[src/rtl/ptw_pte_writer_pkg.sv]
// Shared types for the page-table-walker PTE writer.
// PTE bundle, Sv32 layout constants and writer FSM states.
package ptw_pte_writer_pkg;

  localparam int PTE_BYTES     = 4;
  localparam int SV32_PPN_BITS = 22;
  localparam int PTE_PPN_BITS  = 54;

  typedef struct packed {
    logic d;
    logic a;
    logic g;
    logic u;
    logic x;
    logic w;
    logic r;
    logic v;
  } pte_flags_t;

  typedef struct packed {
    logic [PTE_PPN_BITS-1:0] ppn;
    pte_flags_t              f;
  } pte_t;

  typedef enum logic [1:0] {
    S_IDLE,
    S_WRITE,
    S_WAIT,
    S_RESP
  } state_t;

endpackage

[src/rtl/ptw_pte_writer_pte_pack.sv]
// Packs an unpacked PTE into the 32-bit Sv32 word.
// Also flags ppn bits that do not fit in Sv32.
module pte_pack
  import ptw_pte_writer_pkg::*;
#(
  parameter int PPN_BITS = 54
) (
  input  logic [PPN_BITS-1:0] i_ppn,
  input  pte_flags_t          i_flags,
  output logic [31:0]         o_word,
  output logic                o_ppn_ovf
);

  // Sv32 layout: ppn[21:0], two RSW bits, then flag byte
  assign o_word = {i_ppn[SV32_PPN_BITS-1:0], 2'b00, i_flags};

  // Any ppn bit above the Sv32 field makes the entry invalid
  assign o_ppn_ovf = |i_ppn[PPN_BITS-1:SV32_PPN_BITS];

endmodule

[src/rtl/ptw_pte_writer.sv]
// Sets A/D bits of a PTE and writes it back to memory.
// One request in flight; all outputs are registered.
module ptw_pte_writer
  import ptw_pte_writer_pkg::*;
#(
  parameter int PADDR_BITS = 34,
  parameter int PPN_BITS   = 54
) (
  input  logic                  clock,
  input  logic                  reset,
  input  logic                  req_valid,
  output logic                  req_ready,
  input  logic [PADDR_BITS-1:0] req_addr,
  input  logic                  req_store,
  input  logic [PPN_BITS-1:0]   req_pte_ppn,
  input  logic                  req_pte_d,
  input  logic                  req_pte_a,
  input  logic                  req_pte_g,
  input  logic                  req_pte_u,
  input  logic                  req_pte_x,
  input  logic                  req_pte_w,
  input  logic                  req_pte_r,
  input  logic                  req_pte_v,
  output logic                  mem_req_valid,
  input  logic                  mem_req_ready,
  output logic [PADDR_BITS-1:0] mem_req_addr,
  output logic [31:0]           mem_req_data,
  input  logic                  mem_resp_valid,
  input  logic                  mem_resp_error,
  output logic                  resp_valid,
  input  logic                  resp_ready,
  output logic                  resp_fault,
  output logic [PPN_BITS-1:0]   resp_pte_ppn,
  output logic                  resp_pte_d,
  output logic                  resp_pte_a,
  output logic                  resp_pte_g,
  output logic                  resp_pte_u,
  output logic                  resp_pte_x,
  output logic                  resp_pte_w,
  output logic                  resp_pte_r,
  output logic                  resp_pte_v
);

  state_t                r_state;
  logic                  r_req_ready;
  logic                  r_mem_valid;
  logic [PADDR_BITS-1:0] r_mem_addr;
  logic [31:0]           r_mem_data;
  logic                  r_resp_valid;
  logic                  r_resp_fault;
  logic [PPN_BITS-1:0]   r_resp_ppn;
  pte_flags_t            r_resp_flags;

  pte_flags_t  w_in_flags;
  pte_flags_t  w_upd_flags;
  logic [31:0] w_word;
  logic        w_ovf;
  logic        w_fault;
  logic        w_skip;

  // Gather request flags and apply the A/D update
  always_comb begin
    w_in_flags   = '0;
    w_in_flags.d = req_pte_d;
    w_in_flags.a = req_pte_a;
    w_in_flags.g = req_pte_g;
    w_in_flags.u = req_pte_u;
    w_in_flags.x = req_pte_x;
    w_in_flags.w = req_pte_w;
    w_in_flags.r = req_pte_r;
    w_in_flags.v = req_pte_v;
    w_upd_flags   = w_in_flags;
    w_upd_flags.a = 1'b1;
    w_upd_flags.d = req_pte_d | req_store;
  end

  pte_pack #(
    .PPN_BITS (PPN_BITS)
  ) u_pack (
    .i_ppn     (req_pte_ppn),
    .i_flags   (w_upd_flags),
    .o_word    (w_word),
    .o_ppn_ovf (w_ovf)
  );

  assign w_fault = !req_pte_v
                 | (req_pte_w & !req_pte_r)
                 | (req_store & !req_pte_w)
                 | w_ovf;

  // Already accessed, and dirty unless this is a load
  assign w_skip = req_pte_a & (req_pte_d | !req_store);

  // Writer FSM with registered handshake and result outputs
  always_ff @(posedge clock) begin
    if (reset) begin
      r_state      <= S_IDLE;
      r_req_ready  <= 1'b1;
      r_mem_valid  <= 1'b0;
      r_mem_addr   <= '0;
      r_mem_data   <= '0;
      r_resp_valid <= 1'b0;
      r_resp_fault <= 1'b0;
      r_resp_ppn   <= '0;
      r_resp_flags <= '0;
    end else begin
      unique case (r_state)
        S_IDLE: begin
          if (req_valid && r_req_ready) begin
            r_req_ready <= 1'b0;
            r_mem_addr  <= req_addr;
            r_mem_data  <= w_word;
            r_resp_ppn  <= req_pte_ppn;
            if (w_fault) begin
              r_state      <= S_RESP;
              r_resp_valid <= 1'b1;
              r_resp_fault <= 1'b1;
              r_resp_flags <= w_in_flags;
            end else if (w_skip) begin
              r_state      <= S_RESP;
              r_resp_valid <= 1'b1;
              r_resp_fault <= 1'b0;
              r_resp_flags <= w_upd_flags;
            end else begin
              r_state      <= S_WRITE;
              r_mem_valid  <= 1'b1;
              r_resp_flags <= w_upd_flags;
            end
          end
        end
        S_WRITE: begin
          if (mem_req_ready) begin
            r_mem_valid <= 1'b0;
            r_state     <= S_WAIT;
          end
        end
        S_WAIT: begin
          if (mem_resp_valid) begin
            r_state      <= S_RESP;
            r_resp_valid <= 1'b1;
            r_resp_fault <= mem_resp_error;
          end
        end
        S_RESP: begin
          if (resp_ready) begin
            r_state      <= S_IDLE;
            r_resp_valid <= 1'b0;
            r_resp_fault <= 1'b0;
            r_req_ready  <= 1'b1;
          end
        end
        default: begin
          r_state <= S_IDLE;
        end
      endcase
    end
  end

  assign req_ready     = r_req_ready;
  assign mem_req_valid = r_mem_valid;
  assign mem_req_addr  = r_mem_addr;
  assign mem_req_data  = r_mem_data;
  assign resp_valid    = r_resp_valid;
  assign resp_fault    = r_resp_fault;
  assign resp_pte_ppn  = r_resp_ppn;
  assign resp_pte_d    = r_resp_flags.d;
  assign resp_pte_a    = r_resp_flags.a;
  assign resp_pte_g    = r_resp_flags.g;
  assign resp_pte_u    = r_resp_flags.u;
  assign resp_pte_x    = r_resp_flags.x;
  assign resp_pte_w    = r_resp_flags.w;
  assign resp_pte_r    = r_resp_flags.r;
  assign resp_pte_v    = r_resp_flags.v;

endmodule

[config.mk]
export PLATFORM = sky130hd
export DESIGN_NAME = ptw_pte_writer
export DESIGN_NICKNAME = d
export VERILOG_FILES = /design/src/rtl/ptw_pte_writer_pkg.sv /design/src/rtl/ptw_pte_writer_pte_pack.sv /design/src/rtl/ptw_pte_writer.sv
export SDC_FILE = /design/constraint.sdc
export NUM_CORES = 1
export LEC_CHECK = 0
export ABC_AREA = 1
export BUFFER_PORTS_ARGS = -buffer_cell sky130_fd_sc_hd__buf_4
export CAP_MARGIN = 40
export CORE_MARGIN = 2
export CORE_UTILIZATION = 27
export DETAILED_ROUTE_END_ITERATION = 8
export GPL_ROUTABILITY_DRIVEN = 0
export RECOVER_POWER = 25
export SKIP_CTS_REPAIR_TIMING = 1
export SYNTH_ARGS = -nofsm -noshare
export SYNTH_HDL_FRONTEND = slang
export SYNTH_SLANG_ARGS = --single-unit
[constraint.sdc]
create_clock -name clock -period 2.1 [get_ports clock]
set_clock_uncertainty 0.2 [all_clocks]
set_input_delay 0.525 -clock clock [delete_from_list [all_inputs] [get_ports clock]]
set_output_delay 0.525 -clock clock [all_outputs]
set_load 0.05 [all_outputs]
==> qor.yml <==
postLayoutCoreUtil_pct: 39.2
cpMaxStageDelayCell: "clkbuf_1"
hold_violations: 0
dp_hpwl_um: 8870
die_w_um: 128
drt_iter0_markers: 171
end_kind: "output port"
multiInputGateArea_mm2: 0.00163
fin_nets: 857
p_total_w: 0.00975
clkTransAtPathRegs_ns: 0.07
irDropWorstVdd_v: 0.000568
syn_area_mm2: 0.00413
numCtsBuffers: 9
n_antenna_cell: 0
synth_cell_types: 22
comb_power_share_pct: 54.0
swShare_pct: 52.1
root_buffer: "clkbuf_16"
grt_first_pass_wirelength_um: 19300
final_antenna_net_count: 0
htree_levels: 3
cap_viol_max_count: 0
setup_viol: 0
numClockSinks: 104
fin_area_mm2: 0.00591
firstDrtPassIters: 4
place_area_mm2: 0.00587
power.leakage_nw: 2.82
num_vias: 4124
cts_tree: "built"
cp.arrival_ns: 1.20
areaGrowthSynthToFinish_pct: 43.1
power_density_mw_per_mm2: 1650
status: "finished, final reports clean"
wl_um: 12500
core_region_area_mm2: 0.0151
dieArea_mm2: 0.0163
use_met1_pct: 19.7
p_seq_share_pct: 30.2
cp-start-kind: "register"
hold_class: "input port to register"
cp.required_ns: 1.37
fin_ws_ns: 0.178
period_share_pct: 91.5
power.switching_w: 0.00508
ys_seq_elements: 104
grt_busiest_layer: "met2"
clkPwrFrac_pct: 15.8
p_int_w: 0.00467
io_buffer_count: 233
seqCellArea_mm2: 0.00208
drive_gt1_share_pct: 27.2
clock_latency_ns: 0.34
ios: 236
clk_path_buf_depth: 2
post-place-ws_ns: 0.0880
max_freq_ghz: 0.520
gr-total-overflow: 0
finalMaxSlewViolations: 0
grt_util_all_layers_pct: 15.0
start_util_pct: 27.4
routed_via_density: 4.39
nFillCells: 1649
critPathMaxFanout: 2
path_buf_inv: 1
drc_errors: 0
critical-path-max-stage-delay_ns: 0.52
grt_use_met2_pct: 23.2
critical-path-top-delay-family: "buffers and inverters"
syn-mean-instance-area_um2: 7.43
antenna_found_initial: 0
yosysSeqAreaShare_pct: 50.4
met3_usage_pct: 4.05
wl_per_cell_um: 13.3
grt_start_max_net_pins: 98
slew_headroom_pct: 55.6
path_cells: "clkbuf_1"
min_period_ns: 1.92
num_rows: 45
path_class: "register to output port"
synth_cells: 556
ys_warn_count: 0
die_h_um: 128
tightestPinTransition_ns: 0.670
grt_pass1_vias: 3766
## state kept, by name, indices dropped and copies added (netlist names)
name           cells
mem_req_addr      34
mem_req_valid      1
mem_req_data       8
resp_valid         1
resp_pte_d         1
req_ready          1
resp_pte_a         1
r_state            2
resp_fault         1
resp_pte_ppn      54
## power groups by stage
stage                     registers, W  clock network (W)  logic (W)
after global placement         0.00299                  0    0.00558
after detailed placement       0.00299                  0    0.00559
after floorplan                0.00503                  0    0.00198
final                          0.00295            0.00154    0.00526
after CTS                      0.00296            0.00161    0.00559
after global routing           0.00303            0.00167    0.00561
## synthesized netlist by cell type
master,count,area (um^2)
buf_6,1,11.3
nor3_4,1,16.3
nand2_1,23,86.3
conb_1,1,3.75
nor2_1,222,833
buf_4,32,240
a21boi_0,1,7.51
dfxtp_1,104,2080
inv_2,3,11.3
buf_2,5,25.0
inv_1,14,52.6
o21ai_0,95,475
ha_1,5,62.6
nand3_1,5,25.0
o21ai_1,7,35.0
nor3b_1,1,7.51
a31oi_1,2,12.5
a21oi_1,7,35.0
o21a_1,1,7.51
nor2_2,1,6.26
clkbuf_1,23,86.3
nor3_1,2,10.0
## final cells by class
cell class,count,area share (%)
clock buffer,10,4.04
clock inverter,4,0.381
inverter,17,1.08
multi-input combinational,375,27.6
sequential,104,35.2
tap,188,3.98
timing repair buffer,241,27.8
## worst paths after layout
path	cells after the start	endpoint	from	slack (ns)
min	2	resp_pte_d$_SDFFE_PP0P_	reset	0.17
min reg2reg	1	mem_req_data[6]$_SDFFE_PP0P_	mem_req_data[6]$_SDFFE_PP0P_	0.28
max	1	resp_fault	resp_fault$_SDFFE_PP0P_	0.18
max reg2reg	8	req_ready$_SDFFE_PP1P_	r_state[0]$_SDFFE_PP0P_	0.19
## routing by layer
| layer | part of all wire, % | wire [um] |
|---|---|---|
| met2 | 44 | 5450 |
| met5 | 0 | 0 |
| met1 | 46 | 5810 |
| met3 | 8.2 | 1030 |
| met4 | 1.7 | 211 |
## layout by cell type, fill, tap and decap left out, types with 7 or more instances in the layout
| master | count |
|---|---|
| clkbuf_16 | 9 |
| a21oi_1 | 7 |
| inv_1 | 13 |
| dfxtp_1 | 104 |
| o21ai_0 | 95 |
| nor2_1 | 222 |
| buf_4 | 179 |
| clkbuf_1 | 58 |
| nand2_1 | 23 |
| o21ai_1 | 7 |
## per-stage QoR
| step | setup TNS, ns | cells | hold WS (ns) |
|---|---|---|---|
| 2_1_floorplan | 0 | 557 | 0.345 |
| 3_3_place_gp | 0 | 925 | 0.252 |
| 3_5_place_dp | 0 | 925 | 0.258 |
| 4_1_cts | 0 | 939 | 0.153 |
| 5_1_grt | -0.00732 | 939 | 0.165 |
| 6_report | 0 | 939 | 0.172 |
## kinds of logic after synthesis
family | share of synthesized area, %
other | 0.0907
DFF | 50.4
AOI/OAI and AO/OA | 13.9
adders and majority gates | 1.51
buffers and inverters | 10.3
and+or+nand+nor | 23.8
Note: power is estimated with default switching activity, not from simulation.
